==> src/rtl/btn_pkg.sv <==
// -----------------------------------------------------------------------------
// btn_pkg
// Shared definitions for the button debounce slice.
//   btn_state_e          : debounce FSM state encoding (3 bits)
//   DEF_*_CYCLES         : timing defaults for the 100 MHz board
//   MY_*              : short timings used when simulating
//   max_int()            : elaboration-time helper for counter sizing
// -----------------------------------------------------------------------------
package btn_pkg;

    typedef enum logic [2:0] {
        IDLE      = 3'd0,
        PRESS_CHK = 3'd1,
        PRESSED   = 3'd2,
        HELD      = 3'd3,
        REL_CHK   = 3'd4
    } btn_state_e;

    // 100 MHz board: 10 ms debounce, 0.5 s long press, 0.1 s repeat.
    localparam int DEF_DEBOUNCE_CYCLES = 1000000;
    localparam int DEF_LONG_CYCLES     = 50000000;
    localparam int DEF_REPEAT_CYCLES   = 10000000;

    localparam int MY_DEBOUNCE = 4;
    localparam int MY_LONG     = 10;
    localparam int MY_REPEAT   = 3;

    function automatic int max_int(input int a, input int b);
        return (a > b) ? a : b;
    endfunction

endpackage

==> src/rtl/button_debounce_if.sv <==
// -----------------------------------------------------------------------------
// button_debounce_if
// Groups the button pad input and the conditioned outputs.
//   btn_i     : raw pad level (asynchronous, bouncing)
//   btn_o     : debounced level
//   press_o   : one-cycle strobe on accepted press (and auto-repeat)
//   release_o : one-cycle strobe on accepted release
//   long_o    : one-cycle strobe when the hold reaches the long-press time
//   state_dbg : current debounce FSM state, for observation only
// Signalling: there is no valid/ready pair here. Every strobe is a single
// clk_i cycle wide, carries no payload and cannot be back-pressured; a consumer
// that misses a strobe has lost that event.
// Modports: master = the side that owns the pad and consumes events,
//           slave  = the debouncer.
// -----------------------------------------------------------------------------
interface button_debounce_if;
    import btn_pkg::*;

    logic       btn_i;
    logic       btn_o;
    logic       press_o;
    logic       release_o;
    logic       long_o;
    btn_state_e state_dbg;

    modport master (
        output btn_i,
        input  btn_o, press_o, release_o, long_o, state_dbg
    );

    modport slave (
        input  btn_i,
        output btn_o, press_o, release_o, long_o, state_dbg
    );
endinterface

==> src/rtl/button_sync.sv <==
// -----------------------------------------------------------------------------
// button_sync
// N-flop synchroniser for an asynchronous pad input (N >= 2).
//   clk_i : destination clock
//   rst_i : asynchronous active-high reset, clears every stage to 0
//   d_i   : asynchronous input
//   q_o   : synchronised output (last stage)
// -----------------------------------------------------------------------------
module button_sync #(
    parameter int N = 2
) (
    input  logic clk_i,
    input  logic rst_i,
    input  logic d_i,
    output logic q_o
);

    logic [N-1:0] sync_q;
    logic [N-1:0] sync_d;

    always_comb begin
        sync_d = {sync_q[N-2:0], d_i};
    end

    always_ff @(posedge clk_i or posedge rst_i) begin
        if (rst_i) begin
            sync_q <= '0;
        end else begin
            sync_q <= sync_d;
        end
    end

    assign q_o = sync_q[N-1];

endmodule

==> src/rtl/button_debounce.sv <==
// -----------------------------------------------------------------------------
// button_debounce
// Synchronises a mechanical button and filters contact bounce with a
// counter-based FSM. Produces a debounced level plus press, release and
// long-press strobes, all registered.
//   clk_i : system clock
//   rst_i : asynchronous active-high reset
//   bus   : button_debounce_if.slave (btn_i in; btn_o, press_o, release_o,
//           long_o, state_dbg out)
// Optional build macro BUTTON_AUTOREPEAT_EN: while HELD, press_o re-pulses
// every REPEAT_CYCLES clocks. Without it HELD is terminal until release and
// REPEAT_CYCLES only influences the hold counter width.
// -----------------------------------------------------------------------------
module button_debounce
    import btn_pkg::*;
#(
    parameter int DEBOUNCE_CYCLES = DEF_DEBOUNCE_CYCLES,
    parameter int LONG_CYCLES     = DEF_LONG_CYCLES,
    parameter int REPEAT_CYCLES   = DEF_REPEAT_CYCLES
) (
    input  logic              clk_i,
    input  logic              rst_i,
    button_debounce_if.slave  bus
);

    localparam int DW = $clog2(DEBOUNCE_CYCLES);
    localparam int HW = $clog2(max_int(LONG_CYCLES, REPEAT_CYCLES) + 1);

    localparam logic [DW-1:0] D_LAST = DW'(DEBOUNCE_CYCLES - 1);
    localparam logic [HW-1:0] L_LAST = HW'(LONG_CYCLES - 1);
    localparam logic [HW-1:0] H_MAX  = '1;
`ifdef BUTTON_AUTOREPEAT_EN
    localparam logic [HW-1:0] R_LAST = HW'(REPEAT_CYCLES - 1);
`endif

    logic s;

    button_sync #(.N(2)) u_sync (
        .clk_i (clk_i),
        .rst_i (rst_i),
        .d_i   (bus.btn_i),
        .q_o   (s)
    );

    btn_state_e    state_q, state_d;
    logic [DW-1:0] dcnt_q, dcnt_d;
    logic [HW-1:0] hcnt_q, hcnt_d;
    logic          from_held_q, from_held_d;   // REL_CHK return target
    logic          btn_q, btn_d;
    logic          press_q, press_d;
    logic          release_q, release_d;
    logic          long_q, long_d;

    always_comb begin
        state_d     = state_q;
        dcnt_d      = dcnt_q;
        hcnt_d      = hcnt_q;
        from_held_d = from_held_q;
        btn_d       = btn_q;
        press_d     = 1'b0;
        release_d   = 1'b0;
        long_d      = 1'b0;

        // dcnt leaves its check state on reaching D_LAST, so the increments
        // below never pass D_LAST and cannot wrap.
        case (state_q)
            IDLE: begin
                btn_d = 1'b0;
                if (s) begin
                    state_d = PRESS_CHK;
                    dcnt_d  = '0;
                end
            end
            PRESS_CHK: begin
                if (!s) begin
                    state_d = IDLE;
                end else if (dcnt_q == D_LAST) begin
                    state_d = PRESSED;
                    btn_d   = 1'b1;
                    press_d = 1'b1;
                    hcnt_d  = '0;
                end else begin
                    dcnt_d = dcnt_q + 1'b1;
                end
            end
            PRESSED: begin
                // A release candidate wins over the long transition and
                // leaves hcnt untouched so it resumes if the release bounces.
                if (!s) begin
                    state_d     = REL_CHK;
                    dcnt_d      = '0;
                    from_held_d = 1'b0;
                end else if (hcnt_q == L_LAST) begin
                    state_d = HELD;
                    long_d  = 1'b1;
`ifdef BUTTON_AUTOREPEAT_EN
                    hcnt_d  = '0;
`endif
                end else if (hcnt_q != H_MAX) begin
                    hcnt_d = hcnt_q + 1'b1;
                end
            end
            HELD: begin
                if (!s) begin
                    state_d     = REL_CHK;
                    dcnt_d      = '0;
                    from_held_d = 1'b1;
                end
`ifdef BUTTON_AUTOREPEAT_EN
                else if (hcnt_q == R_LAST) begin
                    press_d = 1'b1;
                    hcnt_d  = '0;
                end else if (hcnt_q != H_MAX) begin
                    hcnt_d = hcnt_q + 1'b1;
                end
`endif
            end
            REL_CHK: begin
                if (s) begin
                    state_d = from_held_q ? HELD : PRESSED;
                end else if (dcnt_q == D_LAST) begin
                    state_d   = IDLE;
                    btn_d     = 1'b0;
                    release_d = 1'b1;
                end else begin
                    dcnt_d = dcnt_q + 1'b1;
                end
            end
            default: begin
                state_d = IDLE;
                btn_d   = 1'b0;
            end
        endcase
    end

    always_ff @(posedge clk_i or posedge rst_i) begin
        if (rst_i) begin
            state_q     <= IDLE;
            dcnt_q      <= '0;
            hcnt_q      <= '0;
            from_held_q <= 1'b0;
            btn_q       <= 1'b0;
            press_q     <= 1'b0;
            release_q   <= 1'b0;
            long_q      <= 1'b0;
        end else begin
            state_q     <= state_d;
            dcnt_q      <= dcnt_d;
            hcnt_q      <= hcnt_d;
            from_held_q <= from_held_d;
            btn_q       <= btn_d;
            press_q     <= press_d;
            release_q   <= release_d;
            long_q      <= long_d;
        end
    end

    assign bus.btn_o     = btn_q;
    assign bus.press_o   = press_q;
    assign bus.release_o = release_q;
    assign bus.long_o    = long_q;
    assign bus.state_dbg = state_q;

endmodule
==> src/flat_wrapper.sv <==
// flat-port wrapper written by rule: the top's interface ports become plain ports
module button_debounce_flat import btn_pkg::*;
#(
    parameter int DEBOUNCE_CYCLES = DEF_DEBOUNCE_CYCLES,
    parameter int LONG_CYCLES     = DEF_LONG_CYCLES,
    parameter int REPEAT_CYCLES   = DEF_REPEAT_CYCLES
)
  (clk_i, rst_i, bus_btn_i, bus_btn_o, bus_press_o, bus_release_o, bus_long_o, bus_state_dbg);
  button_debounce_if bus_i ();
  input  logic clk_i;
  input  logic rst_i;
  input wire logic [$bits(bus_i.btn_i)-1:0] bus_btn_i;
  output wire logic [$bits(bus_i.btn_o)-1:0] bus_btn_o;
  output wire logic [$bits(bus_i.press_o)-1:0] bus_press_o;
  output wire logic [$bits(bus_i.release_o)-1:0] bus_release_o;
  output wire logic [$bits(bus_i.long_o)-1:0] bus_long_o;
  output wire logic [$bits(bus_i.state_dbg)-1:0] bus_state_dbg;
  assign bus_i.btn_i = bus_btn_i;
  assign bus_btn_o = bus_i.btn_o;
  assign bus_press_o = bus_i.press_o;
  assign bus_release_o = bus_i.release_o;
  assign bus_long_o = bus_i.long_o;
  assign bus_state_dbg = bus_i.state_dbg;
  button_debounce #(.DEBOUNCE_CYCLES(DEBOUNCE_CYCLES), .LONG_CYCLES(LONG_CYCLES), .REPEAT_CYCLES(REPEAT_CYCLES)) u_core (.clk_i(clk_i), .rst_i(rst_i), .bus(bus_i));
endmodule
==> config.mk <==
export PLATFORM = sky130hd
export DESIGN_NAME = button_debounce_flat
export DESIGN_NICKNAME = d
export VERILOG_FILES = /design/src/rtl/btn_pkg.sv /design/src/rtl/button_debounce_if.sv /design/src/rtl/button_sync.sv /design/src/rtl/button_debounce.sv /design/src/flat_wrapper.sv
export SDC_FILE = /design/constraint.sdc
export NUM_CORES = 1
export LEC_CHECK = 0
export CORE_MARGIN = 2
export CORE_UTILIZATION = 50
export CTS_BUF_LIST = sky130_fd_sc_hd__clkbuf_8
export CTS_CLUSTER_SIZE = 16
export DETAILED_ROUTE_END_ITERATION = 12
export HOLD_SLACK_MARGIN = 0.1
export MAX_ROUTING_LAYER = met4
export PLACE_DENSITY = 0.67
export SLEW_MARGIN = 25
export SYNTH_ARGS = -nofsm -noshare
export SYNTH_HDL_FRONTEND = slang
export SYNTH_SLANG_ARGS = --single-unit
export TNS_END_PERCENT = 10
==> constraint.sdc <==
create_clock -name clk_i -period 4.55 [get_ports clk_i]
set_input_delay 0.91 -clock clk_i [delete_from_list [all_inputs] [get_ports clk_i]]
set_output_delay 0.91 -clock clk_i [all_outputs]
set_load 0.005 [all_outputs]
==> results.yml, run 1 <==
floorplan:
  dieHeight_um: 88.11
  initial_core_util: 0.5178
  die_x_um: 88.11
  die_area_mm2: 0.007763
  io_pins: 10
  coreArea_mm2: 0.006832
  rows: 30
cts:
  cts.clk_slew.worst_paths_ns: 0.11
  clock_path_buffers: 2
  htreeDepth: 2
  cts_setup_buffers: 0
  cts_made_buffers: 5
  cts_tree: "built"
  cts_num_sinks: 56
  cts_root_buf: "clkbuf_8"
  holdBufCountCts: 0
  cts_resized: 0
  clk_latency_ns: 0.31
cells_and_area:
  final_area_mm2: 0.003715
  drive_gt1_frac: 0.06281
  nets: 403
  area_growth_pct: 5.023
  diodes: 0
place:
  io_buffer_count: 9
  dpl-instance-area_mm2: 0.003623
  post-dp-hpwl_um: 5793
  place.gp.congestion: 0.9145
  pre_cts_ws_ns: 2.100
critical_path:
  reg2reg_to: "u_core.dcnt_q[5]"
  cp_slowest_cell: "dfrtp_1"
  crit_arrival_ns: 2.76
  timing.rr.start: "u_core.bus.state_dbg[2]"
  cpLargestDelayFamily: "simple AND/OR/NAND/NOR gates"
  start_kind: "flip-flop"
  path_max_fanout: 15
  cp.buffers_inverters: 0
  r2r_cells: 5
  r2r_setup_slack_ns: 2.03
  crit_type: "flip-flop to flip-flop"
  slowest_delay_ns: 0.58
  crit_chain: "or3b_1 -> o22ai_2 -> o21ai_1 -> or4_1 -> a21oi_1"
  worstPathRequired_ns: 4.79
  worst_setup_path_end_kind: "flip-flop"
grt:
  track_usage: 0.2412
  grt_pass1_wl_um: 14380
  antenna_found_initial: 0
  gr-total-overflow: 0
  grt_max_degree: 35
  grt_pass1_vias: 2952
timing:
  worstMarginPinSlew_ns: 0.8305
  hold_viol: 0
  relSlewSlack: 0.4443
  fin_crit_sh: 0.5536
  setup_violations: 0
  setup_tns_ns: 0
  clock_skew_ns: 0.007301
  fin_crit_ns: 2.519
  slew_violations: 0
  holdWs_ns: 0.3606
  timing.fmax_mhz: 397.0
  setup_slack_ns: 2.031
  rsz0062_at_grt: "no"
yosys:
  synthesis.nets: 410
  netlist_top_cells_area: "dfrtp_1, nand3_1, a31oi_1"
  synthCells: 404
  synth_seq_cells: 56
  synthTopCellsByCount: "dfrtp_1, nand3_1, nor2_1, a31oi_1, o21ai_0"
  synth_top_family_by_area: "simple AND/OR/NAND/NOR gates"
  ys.flop_type: "dfrtp_1"
  yosys_warnings: 0
  synth_cell_types: 64
  synth_edf_count: 0
  synth-async-reset-ratio: 1.000
  syn_area_mm2: 0.003537
  synth_xor_area_frac: 0.02476
  synth-compound-area-share: 0.2076
  yosysTopAreaCell: "dfrtp_1"
  yosysMostFrequentCell: "dfrtp_1"
  synth_top_area_frac: 0.3962
  synth_adder_area_share: 0.01061
  yosys.area_share.simple: 0.2985
  synth.area.mux_share: 0.006013
  synth.avg_cell_area_um2: 8.755
  seq_area_frac_synth: 0.3962
routing:
  via_count: 3194
  wire_per_inst_um: 17.42
  drtIter0Drc: 293
  routed_wirelength_um: 8604
  ant_nets: 0
  drc: 0
  dr.pass1.iters: 5
  routed_via_density: 6.466
power_and_ir_drop:
  total_power_w: 0.0008546
  ir_drop_mv: 0.1576
  p_leak_nw: 1.452
  p_per_area_mw_per_mm2: 230.1
min_path:
  hold_path_end: "u_core.u_sync.sync_q[1]"
  hold-path-cell-count: 0
  holdCritPathClass: "flip-flop to flip-flop"
  min_from: "u_core.u_sync.sync_q[0]"
run:
  maxCapViolCount: 0
status:
  status: "completed"
-- power by group --
part	switching (W)	total (W)	leakage, nW	internal (W)
sequential	0.0000105	0.000515	0.774	0.000504
combinational	0.0000362	0.0000555	0.629	0.0000194
clock	0.000174	0.000284	0.0485	0.000111
-- sequential cells by signal, indices dropped and copies added (netlist names) --
signal and count:
u_core.bus.release_o 1, u_core.bus.state_dbg 3, u_core.bus.btn_o 1, u_core.dcnt_q 20, u_core.bus.long_o 1, u_core.u_sync.sync_q 2, u_core.hcnt_q 26, u_core.bus.press_o 1
u_core.from_held_q 1
-- cells by family after synthesis --
family | Yosys count
compound gates | 106
fa+ha+maj | 3
simple gates | 187
mux | 2
xor+xnor | 10
flops | 56
buf+inv | 40
-- final cells by class --
type | count | area (um2)
Clock buffer | 5 | 68.82
Clock inverter | 3 | 22.52
Fill cell | 646 | 3117
Inverter | 14 | 52.55
Multi-Input combinational cell | 308 | 1937
Sequential cell | 56 | 1401
Tap cell | 96 | 120.1
Timing Repair Buffer | 12 | 112.6
-- routing by layer --
metal | global-route usage | share of wire | vias to the layer above
li1 | - | - | 1543
met1 | 0.3278 | 0.47 | 1550
met2 | 0.3678 | 0.48 | 91
met3 | 0.03110 | 0.040 | 10
met4 | 0.09366 | 0.012 | 0
met5 | - | 0 | -
-- layout by cell type, fill, tap and decap left out, drive strengths merged, types with 6 or more instances in the layout --
master	Yosys	routed
nor3	16	16
and4	6	6
nand4	24	24
xor2	9	9
o31ai	13	13
clkdlybuf4s50	0	9
nand2	22	22
inv	14	15
and2	6	6
dfrtp	56	56
a21oi	9	9
o311ai	7	7
nor2	27	27
nand2b	7	7
a31oi	24	24
o21ai	25	25
and3	9	9
nand3	42	42
-- how the worst max path moves through the flow --
| stage | start | endpoint | cells after the start |
|---|---|---|---|
| 2_1_floorplan | rst_i | u_core.bus.btn_o | 1 |
| 3_3_place_gp | u_core.dcnt_q[0] | u_core.hcnt_q[22] | 6 |
| 3_5_place_dp | u_core.dcnt_q[0] | u_core.hcnt_q[8] | 6 |
| 4_1_cts | u_core.dcnt_q[0] | u_core.hcnt_q[8] | 6 |
| 5_1_grt | u_core.dcnt_q[0] | u_core.hcnt_q[9] | 6 |
| 6_report | u_core.bus.state_dbg[2] | u_core.dcnt_q[5] | 5 |
-- metrics by stage --
step	cells	utilization
after detailed placement	486	0.5304
after global routing	494	0.5438
after floorplan	404	-
after CTS	494	0.5438
final	494	0.5438
after global placement	486	0.5304
No activity file was read; power rests on OpenSTA's default activity.
==> inputs of run 2 (changes only) <==
Settings changed: PLACE_DENSITY 0.67 to 0.69.
Clock period 4.55 ns to 2.21 ns, I/O delays scaled along.
==> run 2 against run 1 <==
Global-route usage grew 1.6 points. Via count rose by 6.8%. Worst setup slack got worse by 1.9 ns. Largest cell class unchanged. Sequential power up 110%. Fmax grew 20%. Cell area grew 9.3%. Register-to-register slack worse by 1.9 ns. Critical path depth grew 2.
==> results.yml, run 2 (same netlist as run 1, synthesis figures left out) <==
status:
  status: "completed"
routing:
  drtIter0Drc: 260
  dr.pass1.iters: 5
  drc: 0
  wire_per_inst_um: 17.25
  dr_wl_met2_um: 4437
  wl_met3_um: 567
  drt-met1-wl_um: 4061
  via_count: 3412
  ant_nets: 0
  routed_via_density: 6.390
  top_layer_used: "met4"
  routed_wirelength_um: 9212
critical_path:
  worst_setup_path_end_kind: "flip-flop"
  worstPathRequired_ns: 2.48
  cp_slowest_cell: "or4b_1"
  start_kind: "flip-flop"
  path_max_fanout: 7
  cp.depth: 7
  cp.buffers_inverters: 1
  r2r_cells: 7
  slowest_delay_ns: 0.52
  crit_type: "flip-flop to flip-flop"
  crit_arrival_ns: 2.37
  cpLargestDelayFamily: "simple AND/OR/NAND/NOR gates"
  crit_chain: "ha_1 -> and3_2 -> nand4_1 -> o22ai_4 -> buf_4 -> or4b_1 -> nand3_1"
min_path:
  holdCritPathClass: "flip-flop to flip-flop"
  hold-path-cell-count: 0
floorplan:
  initial_core_util: 0.5178
  coreArea_mm2: 0.006832
  die_area_mm2: 0.007763
  die_x_um: 88.11
  io_pins: 10
  rows: 30
  dieHeight_um: 88.11
power_and_ir_drop:
  power.switching_w: 0.0004706
  p_int_w: 0.001325
  p_clk_frac: 0.336
  swShare: 0.2621
  ir_drop_mv: 0.2394
  p_leak_nw: 1.650
  p_per_area_mw_per_mm2: 442.1
  p_seq_frac: 0.588
  pwr-share-comb: 0.076
timing:
  rsz0062_at_grt: "no"
  relSlewSlack: 0.7541
  fin_crit_ns: 2.108
  slew_violations: 0
  fin_crit_sh: 0.9538
  timing.fmax_mhz: 474.4
  clock_skew_ns: 0.01853
  worstMarginPinSlew_ns: 0.3638
  setup_slack_ns: 0.1020
  hold_viol: 0
  setup_tns_ns: 0
  setup_violations: 0
cts:
  cts_num_sinks: 56
  cts_tree: "built"
  htreeDepth: 2
  clock_path_buffers: 2
  holdBufCountCts: 0
  cts.clk_slew.worst_paths_ns: 0.11
  cts_made_buffers: 5
  cts_root_buf: "clkbuf_8"
  clk_latency_ns: 0.32
grt:
  grt_pass1_wl_um: 15390
  grt_pass1_vias: 3173
  track_usage: 0.2567
  antenna_found_initial: 0
  grt_max_degree: 57
  gr-total-overflow: 0
cells_and_area:
  fill_cells: 640
  most-common-layout-cells: "dfrtp_1, nand3_1, buf_4"
  final_core_util: 0.5945
  multi_input_area_mm2: 0.001944
  drive_gt1_frac: 0.1689
  diodes: 0
  mostFrequentLayoutCell: "dfrtp_1"
  largest_register_ff_count: 26
  largest-register: "u_core.hcnt_q"
  seq_area_mm2: 0.001409
  nets: 443
  area_growth_pct: 14.82
place:
  place.gp.congestion: 0.9006
  post-dp-hpwl_um: 6598
  pre_cts_ws_ns: 0.09785
  io_buffer_count: 9
run:
  maxCapViolCount: 0
## run 2: cell types whose count changed in the layout (fill, tap and decap cells not counted), sizes merged
cell | previous run | this run
inv | 15 | 16
clkinvlp | 0 | 1
buf | 3 | 43
clkinv | 2 | 0
## run 2: through the flow
| stage | hold WS [ns] | area (um2) | cells | power [W] |
|---|---|---|---|---|
| final | 0.3583 | 4061 | 534 | 0.001796 |
| after global routing | 0.3706 | 4061 | 534 | 0.001880 |
| after global placement | 0.3321 | 3934 | 524 | 0.001210 |
| after CTS | 0.3629 | 4028 | 532 | 0.001817 |
| after floorplan | 0.3312 | 3537 | 404 | 0.001157 |
| after detailed placement | 0.3356 | 3934 | 524 | 0.001212 |
## run 2: worst paths after layout
kind | start | endpoint | slack [ns]
worst min register to register | u_core.u_sync.sync_q[0] | u_core.u_sync.sync_q[1] | 0.36
worst max register to register | u_core.hcnt_q[0] | u_core.hcnt_q[21] | 0.10
worst min-delay path | u_core.u_sync.sync_q[0] | u_core.u_sync.sync_q[1] | 0.36
worst max-delay path | u_core.hcnt_q[0] | u_core.hcnt_q[21] | 0.10
max in group asynchronous | rst_i | u_core.dcnt_q[18] | 1.45
min in group asynchronous | rst_i | u_core.dcnt_q[11] | 0.49
## run 2: timing repair
action / 4_1_cts / 5_1_grt
endpoints found under the setup margin: 0 / 18
resized for setup: 0 / 10
setup buffers: 0 / 2
## run 2: power by group through the flow
stage | Combinational, W | Clock, W | Sequential [W]
after global routing | 0.000153 | 0.000668 | 0.00106
after floorplan | 0.0000887 | 0 | 0.00107
after detailed placement | 0.000137 | 0 | 0.00108
after global placement | 0.000135 | 0 | 0.00108
after CTS | 0.000138 | 0.000624 | 0.00106
final | 0.000137 | 0.000604 | 0.00106
## run 2: cell type report
cell class	count	share of cell area
clock buffers	5	0.01694
clock inverters	3	0.006161
inverters	14	0.01294
multi-input cells	308	0.4787
flip-flops and latches	56	0.3469
well taps	96	0.02957
repair buffers	52	0.1087
## run 2: layer usage
metal | up-vias | track usage
met5 | - | -
met3 | 15 | 0.04336
met2 | 122 | 0.4174
met4 | 0 | 0.05785
met1 | 1652 | 0.3385
li1 | 1623 | -
## run 2: worst reg2reg max path, stage by stage (launching register included)
cell     delay [ns]
dfrtp_2        0.46
ha_1           0.22
and3_2         0.27
nand4_1        0.20
o22ai_4        0.14
buf_4          0.16
or4b_1         0.52
nand3_1        0.09
==> inputs of run 3 (changes only) <==
Settings changed: HOLD_SLACK_MARGIN 0.1 to unset.
==> results of run 3 <==
Same layout as run 2: the final DEF is identical, and so are final timing and power.
